--- src/rtl/fm_beat_packer.sv ---
// Packs a serial stream of FP16 feature-map words into N-lane beats for the mean stage,
// zero-padding the final partial beat and reporting the word count of each frame.
module fm_beat_packer #(
  parameter int bitwidth = 16,
  parameter int N        = 8,
  parameter int LEN_W    = 16
) (
  input  logic                    clk,
  input  logic                    rstn,
  input  logic [bitwidth-1:0]     s_data,
  input  logic                    s_valid,
  input  logic                    s_last,
  output logic [N*bitwidth-1:0]   out,
  output logic                    out_valid,
  output logic                    out_last,
  output logic [LEN_W-1:0]        frame_len,
  output logic                    frame_len_valid,
  output logic                    len_ovf
);

  localparam int LANE_W = (N > 1) ? $clog2(N) : 1;
  localparam logic [LANE_W-1:0] LAST_LANE = LANE_W'(N - 1);
  localparam logic [LEN_W-1:0]  CNT_MAX   = '1;

  typedef enum logic {IDLE, FILL} state_t;

  state_t                  state_q;
  logic [LANE_W-1:0]       lane_q;
  logic [N*bitwidth-1:0]   acc_q;
  logic [LEN_W-1:0]        wcnt_q;
  logic [N*bitwidth-1:0]   out_q;
  logic                    out_valid_q;
  logic                    out_last_q;
  logic [LEN_W-1:0]        frame_len_q;
  logic                    frame_len_valid_q;
  logic                    len_ovf_q;

  logic [N*bitwidth-1:0]   beat_d;
  logic [LEN_W-1:0]        wcnt_d;
  logic                    beat_done;

  // acc_q is always zero above lane_q, so writing the current lane yields a padded beat.
  always_comb begin
    beat_d = acc_q;
    beat_d[lane_q*bitwidth +: bitwidth] = s_data;
    wcnt_d = (wcnt_q == CNT_MAX) ? CNT_MAX : wcnt_q + LEN_W'(1);
    beat_done = s_valid && (s_last || (lane_q == LAST_LANE));
  end

  always_ff @(posedge clk) begin
    if (!rstn) begin
      state_q           <= IDLE;
      lane_q            <= '0;
      acc_q             <= '0;
      wcnt_q            <= '0;
      out_q             <= '0;
      out_valid_q       <= 1'b0;
      out_last_q        <= 1'b0;
      frame_len_q       <= '0;
      frame_len_valid_q <= 1'b0;
      len_ovf_q         <= 1'b0;
    end else begin
      out_valid_q       <= 1'b0;
      out_last_q        <= 1'b0;
      frame_len_valid_q <= 1'b0;
      if (s_valid) begin
        state_q <= s_last ? IDLE : FILL;
        // Overflow flag is sticky across the frame and cleared only by the next frame's first word.
        if (wcnt_d == CNT_MAX)
          len_ovf_q <= 1'b1;
        else if (state_q == IDLE)
          len_ovf_q <= 1'b0;

        if (beat_done) begin
          out_q       <= beat_d;
          out_valid_q <= 1'b1;
          out_last_q  <= s_last;
          acc_q       <= '0;
          lane_q      <= '0;
        end else begin
          acc_q  <= beat_d;
          lane_q <= lane_q + LANE_W'(1);
        end

        if (s_last) begin
          frame_len_q       <= wcnt_d;
          frame_len_valid_q <= 1'b1;
          wcnt_q            <= '0;
        end else begin
          wcnt_q <= wcnt_d;
        end
      end
    end
  end

  assign out             = out_q;
  assign out_valid       = out_valid_q;
  assign out_last        = out_last_q;
  assign frame_len       = frame_len_q;
  assign frame_len_valid = frame_len_valid_q;
  assign len_ovf         = len_ovf_q;

endmodule
--- config.mk ---
export PLATFORM = sky130hd
export DESIGN_NAME = fm_beat_packer
export DESIGN_NICKNAME = d
export VERILOG_FILES = /design/src/rtl/fm_beat_packer.sv
export SDC_FILE = /design/constraint.sdc
export NUM_CORES = 1
export LEC_CHECK = 0
export BUFFER_PORTS_ARGS = -buffer_cell sky130_fd_sc_hd__buf_2
export CAP_MARGIN = 25
export CORE_ASPECT_RATIO = 1.75
export CORE_MARGIN = 4
export CORE_UTILIZATION = 40
export CTS_CLUSTER_DIAMETER = 150
export DETAILED_ROUTE_END_ITERATION = 12
export MAX_ROUTING_LAYER = met4
export PLACE_DENSITY = 0.64
export SYNTH_ARGS = -nofsm -noshare
export SYNTH_HDL_FRONTEND = slang
export SYNTH_SLANG_ARGS = --single-unit
export TNS_END_PERCENT = 20
--- constraint.sdc ---
create_clock -name clk -period 2.95 [get_ports clk]
set_input_delay 0.59 -clock clk [delete_from_list [all_inputs] [get_ports clk]]
set_output_delay 0.59 -clock clk [all_outputs]
set_load 0.005 [all_outputs]
### After elaboration in Yosys (flattened, before gate mapping)

Index checks and enable logic that the tools add are counted.

| cells by class | value |
|---|---|
| add/sub/neg operators | 3 |
| eq/ne operators | 4 |
| shift-type cells | 2 |
| mux-type cells | 10 |
| reductions and logical operators | 7 |

Operators with widths:

| kind | count |
|---|---|
| bitwise mux 128 bit | 1 |
| 2-to-1 mux 128 bit | 1 |
| variable shift 16 x 34 -> 128 bit, first input constant | 1 |
| indexed part select 16 x 34 -> 128 bit | 1 |
| negator 7 -> 34 bit | 1 |
| equality test 16 bit, second input constant | 2 |
| 2-to-1 mux 16 bit | 2 |
| adder 16 x 1 -> 16 bit, second input constant | 1 |
| AND reduction 2 bit | 4 |
| 2-to-1 mux 1 bit | 5 |
| adder 3 x 1 -> 3 bit, second input constant | 1 |
| equality test 3 bit, second input constant | 1 |
| 2-to-1 mux 3 bit | 1 |
| AND reduction 3 bit | 1 |
| inequality test 2 x 1 -> 1 bit, second input constant | 1 |
| logical AND 1 bit | 1 |
| logical OR 1 bit | 1 |

| storage, ports and cells | value |
|---|---|
| bits in registers | 296 |
| input bits | 20 |
| output and inout port bits | 148 |

### Logic depth before layout (Yosys ltp)

Gate-level depths: netlist of run 1.

| logic depth | value |
|---|---|
| word-level depth | 5 |
| depth in mapped cells | 13 |
| mapped depth without buffers | 8 |

### Worst setup path before layout of run 1

Ideal clock, no wire load.

| timing path | value |
|---|---|
| path type | reg2reg |
| start point | register lane_q[0] |
| end point | register out_q[102], in the netlist out[102] |
| setup time | 0.116 ns |
| arrival time | 2.302 ns |
| data required time | 2.834 ns |
| setup slack | 0.532 ns |
| stages on the path, launching flop included | 12 |
| period minus slack after synthesis | 2.418 ns |
| path through | dfxtp_1 buf_2 inv_1 ha_1 ha_1 nand2b_1 nor4_1 buf_2 buf_4 mux2i_1 nand2_1 o211a_1 |

| between the ends | value |
|---|---|
| word-level cells in the longest chain between the ends | 4 |
| elaborated cells between the ends (all ways) | 8 |
| those cells by class | add/sub: 1; eq/ne: 1; shift: 2; mux: 1; reduce/logical: 3 |

Ends and longest elaborated chain:

| element | RTL line | RTL |
|---|---|---|
| start: declaration | 28 | `logic [LANE_W-1:0] lane_q;` |
| start signal: assignment | 82 | `lane_q <= lane_q + LANE_W'(1);` |
| parallel branches: the longest is 4 deep, another holds negator 7 -> 34 bit | n/a |  |
| end signal: assignment | 75 | `out_q <= beat_d;` |
| end: declaration | 31 | `logic [N*bitwidth-1:0] out_q;` |

Several ways; the timed one is not identified.
A chain may end at the register's enable or synchronous reset.

### Final worst setup path of run 1

| timing path | value |
|---|---|
| start point | register lane_q[1] |
| end point | register acc_q[45] |

| between the ends | value |
|---|---|
| word-level cells in the longest chain between the ends | 4 |
| elaborated cells between the ends (all ways) | 8 |
| those cells by class | add/sub: 1; eq/ne: 1; shift: 2; mux: 2; reduce/logical: 2 |

Ends and longest elaborated chain:

| element | RTL line | RTL |
|---|---|---|
| negator 7 -> 34 bit / equality test 3 bit (equally long branches) | 45, 47 |  |
| indexed part select 16 x 34 -> 128 bit, or another cell as far along | 45 | `beat_d[lane_q*bitwidth +: bitwidth] = s_data;` |
| bitwise mux 128 bit / logical AND 1 bit (equally long branches) | 45, 47 |  |
| 2-to-1 mux 128 bit * | 74 | `if (beat_done) begin` |
| end signal: assignment | 81 | `acc_q <= beat_d;` |
| end: declaration | 29 | `logic [N*bitwidth-1:0] acc_q;` |

Every way passes the cells marked *; elsewhere a longest branch is shown, timed or not.

==> results of run 1 <==
[logic make-up (layout without fill, tap and decap cells)]
kind of cell,count (synthesis),count (layout),share of synthesized area (%)
AND/OR/NAND/NOR,368,368,15.45
AO/OA/AOI/OAI,343,343,22.28
flip-flops,296,296,45.81
buffers and inverters,140,265,5.291
multiplexers,132,132,10.21
XOR/XNOR,7,7,0.4740
adder cells (fa/ha/maj),5,5,0.4837
[final timing paths]
| kind | to | slack, ns |
|---|---|---|
| max | acc_q[45]$_SDFFE_PN0P_ | 0.39 |
| min | frame_len[9]$_SDFFE_PN0P_ | 0.45 |
| max reg2reg | acc_q[45]$_SDFFE_PN0P_ | 0.39 |
| min reg2reg | frame_len[9]$_SDFFE_PN0P_ | 0.45 |
[state kept, by name, summed over array words and instances (netlist names)]
name	count
wcnt_q	16
out_last	1
frame_len_valid	1
state_q	1
lane_q	3
acc_q	128
out	128
out_valid	1
len_ovf	1
frame_len	16
[cell type report]
| type | instances | area (µm²) |
|---|---|---|
| multi-input cells | 855 | 6356 |
| repair buffers | 202 | 1230 |
| clock inverters | 16 | 212.7 |
| fillers | 3031 | 16670 |
| well taps | 396 | 495.5 |
| inverters | 9 | 33.78 |
| clock buffers | 38 | 819.5 |
| flip-flops and latches | 296 | 5926 |
[routing by layer]
| layer | vias to the layer above | track usage [%] |
|---|---|---|
| li1 | 4833 | - |
| met4 | 0 | 7.345 |
| met3 | 57 | 2.179 |
| met2 | 242 | 34.06 |
| met1 | 4893 | 23.85 |
| met5 | - | - |
[worst register-to-register path, stage by stage, from the launching register on]
cell and delay, ns:
dfxtp_1 0.36, inv_1 0.07, ha_1 0.18, ha_1 0.34, nand2_1 0.21, nor4_2 0.08
buf_12 0.18, o21ai_1 0.68, a22o_1 0.26, and2_1 0.12
[report_power, final]
| part | leakage (nW) | switching [mW] | internal [mW] | total [mW] |
|---|---|---|---|---|
| registers | 2.41 | 0.0699 | 4.11 | 4.18 |
| clock network | 0.519 | 1.59 | 2.39 | 3.98 |
| logic | 4.04 | 0.443 | 0.282 | 0.725 |
[through the flow]
| stage | hold slack, ns | instances | setup WS (ns) | power, mW | instance area (µm²) |
|---|---|---|---|---|---|
| finish | 0.4466 | 1812 | 0.3945 | 8.890 | 15070 |
| global route | 0.4655 | 1812 | 0.1431 | 9.231 | 15070 |
| detailed placement | 0.4345 | 1758 | 0.4369 | 5.011 | 14040 |
| CTS | 0.4353 | 1812 | 0.3869 | 9.025 | 15070 |
| floorplan | 0.4285 | 1291 | 0.5320 | 4.697 | 12930 |
| global placement | 0.4296 | 1758 | 0.5135 | 4.999 | 14040 |
[placed cells by master, fill, tap and decap left out, drive strengths merged, types with 2 or more instances in the layout]
| master | count |
|---|---|
| xor2 | 4 |
| nor2 | 14 |
| bufinv | 5 |
| and2 | 46 |
| a22oi | 112 |
| mux2i | 132 |
| a31oi | 7 |
| o22ai | 3 |
| inv | 10 |
| nand4 | 6 |
| a22o | 14 |
| o21a | 4 |
| dfxtp | 296 |
| nor4 | 6 |
| xnor2 | 3 |
| nand2 | 149 |
| o211a | 129 |
| o21ai | 20 |
| nand3 | 9 |
| nor3 | 8 |
| clkinv | 10 |
| and3 | 2 |
| a21o | 11 |
| o2bb2ai | 10 |
| a21oi | 20 |
| buf | 202 |
| clkbuf | 38 |
| o221a | 5 |
| and4 | 3 |
| nand2b | 6 |
| ha | 5 |
| nor2b | 117 |
==> results.tsv, run 1 <==
metric	value	unit
via_per_inst	5.533	
required	3.43	ns
dieArea	0.03539	mm²
ios	168	
drt_wl_total	35120	µm
ir_drop	484.3	µV
slew_headroom	42.25	%
synth.largest_area_cell	dfxtp_1	
grt_overflow_total	0	
grt_pass1_vias	9722	
synthFlopType	dfxtp_1	
clkSinkCount	296	
grtUsageTotal	19.88	%
grt_max_degree	146	
whs_path_depth	1	
hold_buffers	0	
finalCritPeriodShare	86.63	%
cts_resized	0	
cp-start-kind	flop	
core_area	0.03174	mm²
synthTopCellsByArea	dfxtp_1 (46%), mux2i_1 (10%), o211a_1 (10%)	
synth_most_common_cell	dfxtp_1	
final_max_slew_viol_count	0	
yosys.cell_types.count	61	
grt_setup_unrepaired	false	
ys_ff_latch	296	
synthArstFlopShare	0	%
slowest_stage	o21ai_1	
netlist_area	0.01293	mm²
tritoncts	yes	
first_pass_iters	5	
crit_path_max_incr_delay	0.68	ns
cp.depth	9	
syn_inst	1291	
fin_nets	1418	
cap_violations	0	
root_buffer	clkbuf_16	
io_buffers	167	
max_freq	391.3	MHz
path_class	reg -> reg	
utilization	47.49	%
drt-met1-wl	14420	µm
min_period	2.555	ns
post-dp-hpwl	23160	µm
cp-end-kind	flop	
power_density	589.8	mW/mm²
die_x	143.9	µm
drcViolationCount	0	
antenna_cells	0	
cp_data_arrival_time	3.04	ns
hp-start	frame_len[9]$_SDFFE_PN0P_	
cts.path.max_buffers	3	
synth-edff-count	0	
numCtsBuffers	29	
startpoint	lane_q[1]$_SDFFE_PN0P_	
cpMostUsedCell	ha_1	
crit-reg2reg-launch	lane_q[1]$_SDFFE_PN0P_	
num_rows	86	
grt_pass1_wl	54900	µm
drive_above_1_share	20.62	%
synth_top_cells_by_count	dfxtp_1 (296), nand2_1 (148), mux2i_1 (132)	
dr_wl_met3	1470	µm
worst_pin_slew	0.8605	ns
syn_to_final_growth	16.53	%
drtAntennaViolNets	0	
start_util	40.75	%
clkLatencyLatePin	0.55	ns
htree_levels	1	
tns	0	ns
crit_family	compound AO/OA/AOI/OAI gates	
wl_met2	18060	µm
drtIter0Drc	560	
top_layer_used	met4	
gp_congestion	0.9138	
synth_seq_area_share	45.81	%
die_h	245.9	µm
path_cells	inv_1 > ha_1 > ha_1 > nand2_1 > nor4_2 > buf_12 > o21ai_1 > a22o_1 > and2_1	
syn_nets	1316	
post_synth.cell_area_avg	10.02	µm²
wl_per_cell	19.38	µm
cp_max_fo	18	
cts.clk_slew.worst_paths	0.06	ns
setup_viol	0	
holdCritPathClass	reg -> reg	
hold_viol	0	
cts_setup_buffers	0	
leakagePower	6.969	nW
ff2ff_path_depth	9	
fin_worst_skew	0.01938	ns
outcome	completed	
synth_top_area_share	45.81	%
path_buf_inv	2	
yosys_warnings	0	
antenna_found_initial	0	
num_vias	10030	
Note: power is estimated with default switching activity, not from simulation.
==> run 2: changes to the inputs <==
--- a/config.mk
+++ b/config.mk
@@ -9,8 +9,9 @@
 export CAP_MARGIN = 25
 export CORE_ASPECT_RATIO = 1.75
-export CORE_MARGIN = 4
+export CORE_MARGIN = 1
 export CORE_UTILIZATION = 40
 export CTS_CLUSTER_DIAMETER = 150
 export DETAILED_ROUTE_END_ITERATION = 12
+export HOLD_SLACK_MARGIN = 0.12
 export MAX_ROUTING_LAYER = met4
 export PLACE_DENSITY = 0.64
==> constraint.sdc (replaced) <==
create_clock -name clk -period 2.95 [get_ports clk]
set_input_delay 0.4425 -clock clk [delete_from_list [all_inputs] [get_ports clk]]
set_output_delay 0.4425 -clock clk [all_outputs]
set_load 0.005 [all_outputs]
==> results.tsv, run 2 (synthesized netlist as in run 1, its figures left out) <==
metric	value	unit
num_rows	86	
final_max_slew_viol_count	0	
cp_data_arrival_time	3.12	ns
hold_buffers	0	
fin_worst_skew	0.009007	ns
tns	0	ns
die_h	239.9	µm
cp-end-kind	flop	
drt_wl_total	33720	µm
post-dp-hpwl	22170	µm
hold_viol	0	
wl_per_cell	18.65	µm
dp_slack	0.3231	ns
ios	168	
slowest_stage	and2_1	
ir_drop	463.0	µV
worst_pin_slew	0.7255	ns
clkSinkCount	296	
power_density	596.6	mW/mm²
layout_common_cells	dfxtp_1 (296), buf_2 (166), nand2_1 (148)	
core_area	0.03164	mm²
dieArea	0.03309	mm²
cts_resized	0	
num_vias	9811	
grt_pass1_vias	9341	
cp_max_fo	16	
tritoncts	yes	
timing.hold.ws	0.3120	ns
htree_levels	1	
cpMostUsedCell	ha_1	
setup_viol	0	
drtAntennaViolNets	0	
first_pass_iters	5	
dr_wl_met3	1119	µm
via_per_inst	5.426	
layout_commonest_cell	dfxtp_1	
grt_max_degree	160	
grt_pass1_wl	52340	µm
path_cells	inv_1 > ha_1 > ha_1 > nand2b_1 > nor4_2 > and2_1 > a22oi_1 > nor2b_1	
wl_met2	17240	µm
root_buffer	clkbuf_16	
slew_headroom	51.63	%
grt_overflow_total	0	
leakagePower	6.952	nW
drtIter0Drc	521	
top_layer_used	met4	
max_freq	379.5	MHz
fin_nets	1416	
start_util	40.89	%
syn_to_final_growth	16.40	%
clkLatencyLatePin	0.55	ns
die_x	137.9	µm
drcViolationCount	0	
grtUsageTotal	20.91	%
antenna_found_initial	1	
rrSetupSlack	0.31	ns
cts_setup_buffers	0	
numCtsBuffers	28	
io_buffers	167	
cap_violations	0	
drt-met1-wl	14200	µm
cp-start-kind	flop	
drive_above_1_share	20.27	%
finalCritPeriodShare	89.33	%
grt_setup_unrepaired	false	
outcome	completed	
cts.path.max_buffers	3	
gp_congestion	0.8772	
required	3.44	ns
min_period	2.635	ns
crit_path_max_incr_delay	0.61	ns
holdCritPathClass	in -> reg	
path_class	reg -> reg	
cts.clk_slew.worst_paths	0.07	ns
setup_ws	0.3148	ns
==> run 2: cell count changes in the layout (fill, tap and decap cells not counted) <==
cell and delta:
buf_4 +2, clkinv_4 -1, clkbuf_8 +3, buf_12 -3, clkinv_2 -8, clkbuf_1 +1
diode_2 +1, inv_6 -1, clkinvlp_4 +1, bufinv_16 +1
==> run 2: power breakdown <==
part | internal [mW] | switching, mW | total [mW] | leakage (nW)
registers | 4.11 | 0.0694 | 4.18 | 2.41
logic | 0.280 | 0.433 | 0.714 | 4.03
clock network | 2.54 | 1.55 | 4.08 | 0.516
==> run 2: final timing paths <==
path	from	endpoint	cells past startpoint
hold reg to reg	frame_len[5]$_SDFFE_PN0P_	frame_len[5]$_SDFFE_PN0P_	1
setup reg to reg	lane_q[1]$_SDFFE_PN0P_	acc_q[99]$_SDFFE_PN0P_	8
hold / removal	rstn	out[52]$_SDFFE_PN0P_	2
setup / recovery	lane_q[1]$_SDFFE_PN0P_	acc_q[99]$_SDFFE_PN0P_	8
==> run 2: layout make-up <==
cell class	count	area (µm²)
sequential	296	5926
multi-input combinational	855	6356
clock inverter	8	192.7
fill	3022	16580
timing repair buffer	201	1185
antenna	1	2.502
tap	396	495.5
inverter	9	33.78
clock buffer	42	864.6
==> run 2: metal layers <==
layer	vias to the layer above	GRT usage, %
li1	4834	-
met1	4719	25.28
met2	207	35.45
met3	51	1.982
met4	0	8.004
met5	-	-
==> run 2: per-stage QoR <==
stage          utilization [%]  instances  area [µm²]  power (mW)
6_report                 47.59       1808       15060       8.981
4_1_cts                  47.58       1807       15050       9.113
3_5_place_dp             44.24       1757       14000       4.998
5_1_grt                  47.59       1808       15060       9.320
2_1_floorplan                -       1291       12930       4.697
3_3_place_gp             44.24       1757       14000       4.990
==> run 2: critical path: cells and delay by family (launching register included) <==
kind                       cells  cell delay (ns)
and+or+nand+nor                4             1.49
adders and majority gates      2             0.51
DFF                            1             0.35
AOI/OAI and AO/OA              1             0.16
buffers and inverters          1             0.06
==> run 3: changes to the inputs <==
- ABC_AREA: default -> 1
==> results.tsv, run 3 <==
metric	value	unit
yosys_warnings	0	
post_synth.cell_area_avg	7.494	µm²
grt_max_degree	149	
finalCritPeriodShare	83.23	%
power	8.622	mW
wl_per_cell	16.30	µm
fin_nets	1838	
path_class	reg -> reg	
final_max_slew_viol_count	0	
cp-end-kind	flop	
synth-edff-count	0	
drtIter0Drc	657	
synthFlopType	dfxtp_1	
synth.largest_area_cell	dfxtp_1	
required	3.40	ns
tritoncts	yes	
numCtsBuffers	29	
fin_worst_skew	0.009006	ns
netlist_area	0.01281	mm²
synth_most_common_cell	nand2_1	
start_util	40.62	%
setup_ws	0.4947	ns
gp_congestion	0.9226	
timing.hold.ws	0.1733	ns
layout_common_cells	nand2_1 (478), dfxtp_1 (296), o21ai_0 (190)	
synth_top_area_share	46.27	%
io_buffers	167	
min_period	2.455	ns
grt_pass1_vias	10510	
slew_headroom	37.06	%
core_area	0.03153	mm²
num_rows	86	
grt_setup_unrepaired	false	
antenna_found_initial	0	
dieArea	0.03277	mm²
via_per_inst	5.151	
hold_buffers	0	
cp-start-kind	flop	
power_density	581.0	mW/mm²
clkSinkCount	296	
cp_data_arrival_time	2.90	ns
die_x	137.3	µm
hold_viol	0	
outcome	completed	
holdCritPathClass	in -> reg	
cts_setup_buffers	0	
worst_pin_slew	0.9406	ns
drt_wl_total	36310	µm
syn_to_final_growth	15.88	%
setup_viol	0	
ir_drop	455.2	µV
post-dp-hpwl	22700	µm
ys_ff_latch	296	
drive_above_1_share	17.25	%
grtUsageTotal	22.67	%
grt_overflow_total	0	
clkLatencyLatePin	0.55	ns
root_buffer	clkbuf_16	
num_vias	11480	
drtAntennaViolNets	0	
synth_top_cells_by_count	nand2_1 (478), dfxtp_1 (296), o21ai_0 (190)	
cp_max_fo	24	
cts_resized	0	
layout_commonest_cell	nand2_1	
first_pass_iters	5	
drcViolationCount	0	
syn_inst	1709	
grt_pass1_wl	56390	µm
cap_violations	0	
yosys.cell_types.count	36	
die_h	238.7	µm
max_freq	407.3	MHz
antenna_cells	0	
fillers	3115	
htree_levels	1	
tns	0	ns
synth_seq_area_share	46.27	%
dp_slack	0.3743	ns
cts.path.max_buffers	3	
synthArstFlopShare	0	%
leakagePower	6.722	nW
ios	168	
cts.clk_slew.worst_paths	0.06	ns
synthTopCellsByArea	dfxtp_1 (46%), nand2_1 (14%), o21bai_1 (7.5%)	
syn_nets	1734	
==> run 3: routing by layer <==
metal | routed length, µm | global-route usage (%)
met1 | 15040 | 26.75
met3 | 1634 | 2.417
met4 | 1674 | 10.69
met5 | 0 | -
met2 | 17970 | 38.09
==> run 3: cell families after synthesis <==
logic type	synth area share (%)
simple gates	17.25
fa+ha+maj	0.4885
mux	0.08792
compound gates	26.48
buf+inv	9.291
xor+xnor	0.1368
flops	46.27
==> run 3: metrics by stage <==
step | util, % | instances | instance area [µm²]
2_1_floorplan | - | 1709 | 12810
3_3_place_gp | 43.93 | 2176 | 13850
3_5_place_dp | 44.02 | 2177 | 13880
4_1_cts | 46.98 | 2227 | 14810
5_1_grt | 47.07 | 2228 | 14840
6_report | 47.07 | 2228 | 14840
==> run 3: critical path: stages, from the launching register on <==
cell and delay [ns]:
dfxtp_1 0.45, inv_2 0.10, ha_1 0.22, ha_1 0.26, nor3_2 0.34, nand3b_2 0.29, buf_4 0.32, nand2_1 0.11
o21ai_2 0.06, o21bai_1 0.14, inv_1 0.05
==> run 3: worst paths after layout <==
| path | slack [ns] | start | endpoint | depth (start not counted) |
|---|---|---|---|---|
| worst min register to register | 0.45 | frame_len[12]$_SDFFE_PN0P_ | frame_len[12]$_SDFFE_PN0P_ | 2 |
| worst max register to register | 0.49 | lane_q[0]$_SDFFE_PN0P_ | out[101]$_SDFFE_PN0P_ | 10 |
| worst min-delay path | 0.17 | rstn | frame_len_valid$_SDFF_PN0_ | 3 |
| worst max-delay path | 0.49 | lane_q[0]$_SDFFE_PN0P_ | out[101]$_SDFFE_PN0P_ | 10 |
==> run 3: area by class of cell <==
type | instances | area (µm²) | share of cell area [%]
Clock buffer | 41 | 830.8 | 5.598
Clock inverter | 9 | 103.9 | 0.6998
Inverter | 179 | 681.9 | 4.595
Multi-Input combinational cell | 1118 | 5697 | 38.39
Sequential cell | 296 | 5926 | 39.93
Tap cell | 396 | 495.5 | 3.339
Timing Repair Buffer | 189 | 1106 | 7.453
==> run 3: report_power, final <==
| part | internal [mW] | leakage (nW) | switching, mW |
|---|---|---|---|
| Combinational | 0.237 | 3.86 | 0.472 |
| Clock | 2.13 | 0.456 | 1.59 |
| Sequential | 4.12 | 2.41 | 0.0771 |
| Total | 6.48 | 6.72 | 2.14 |
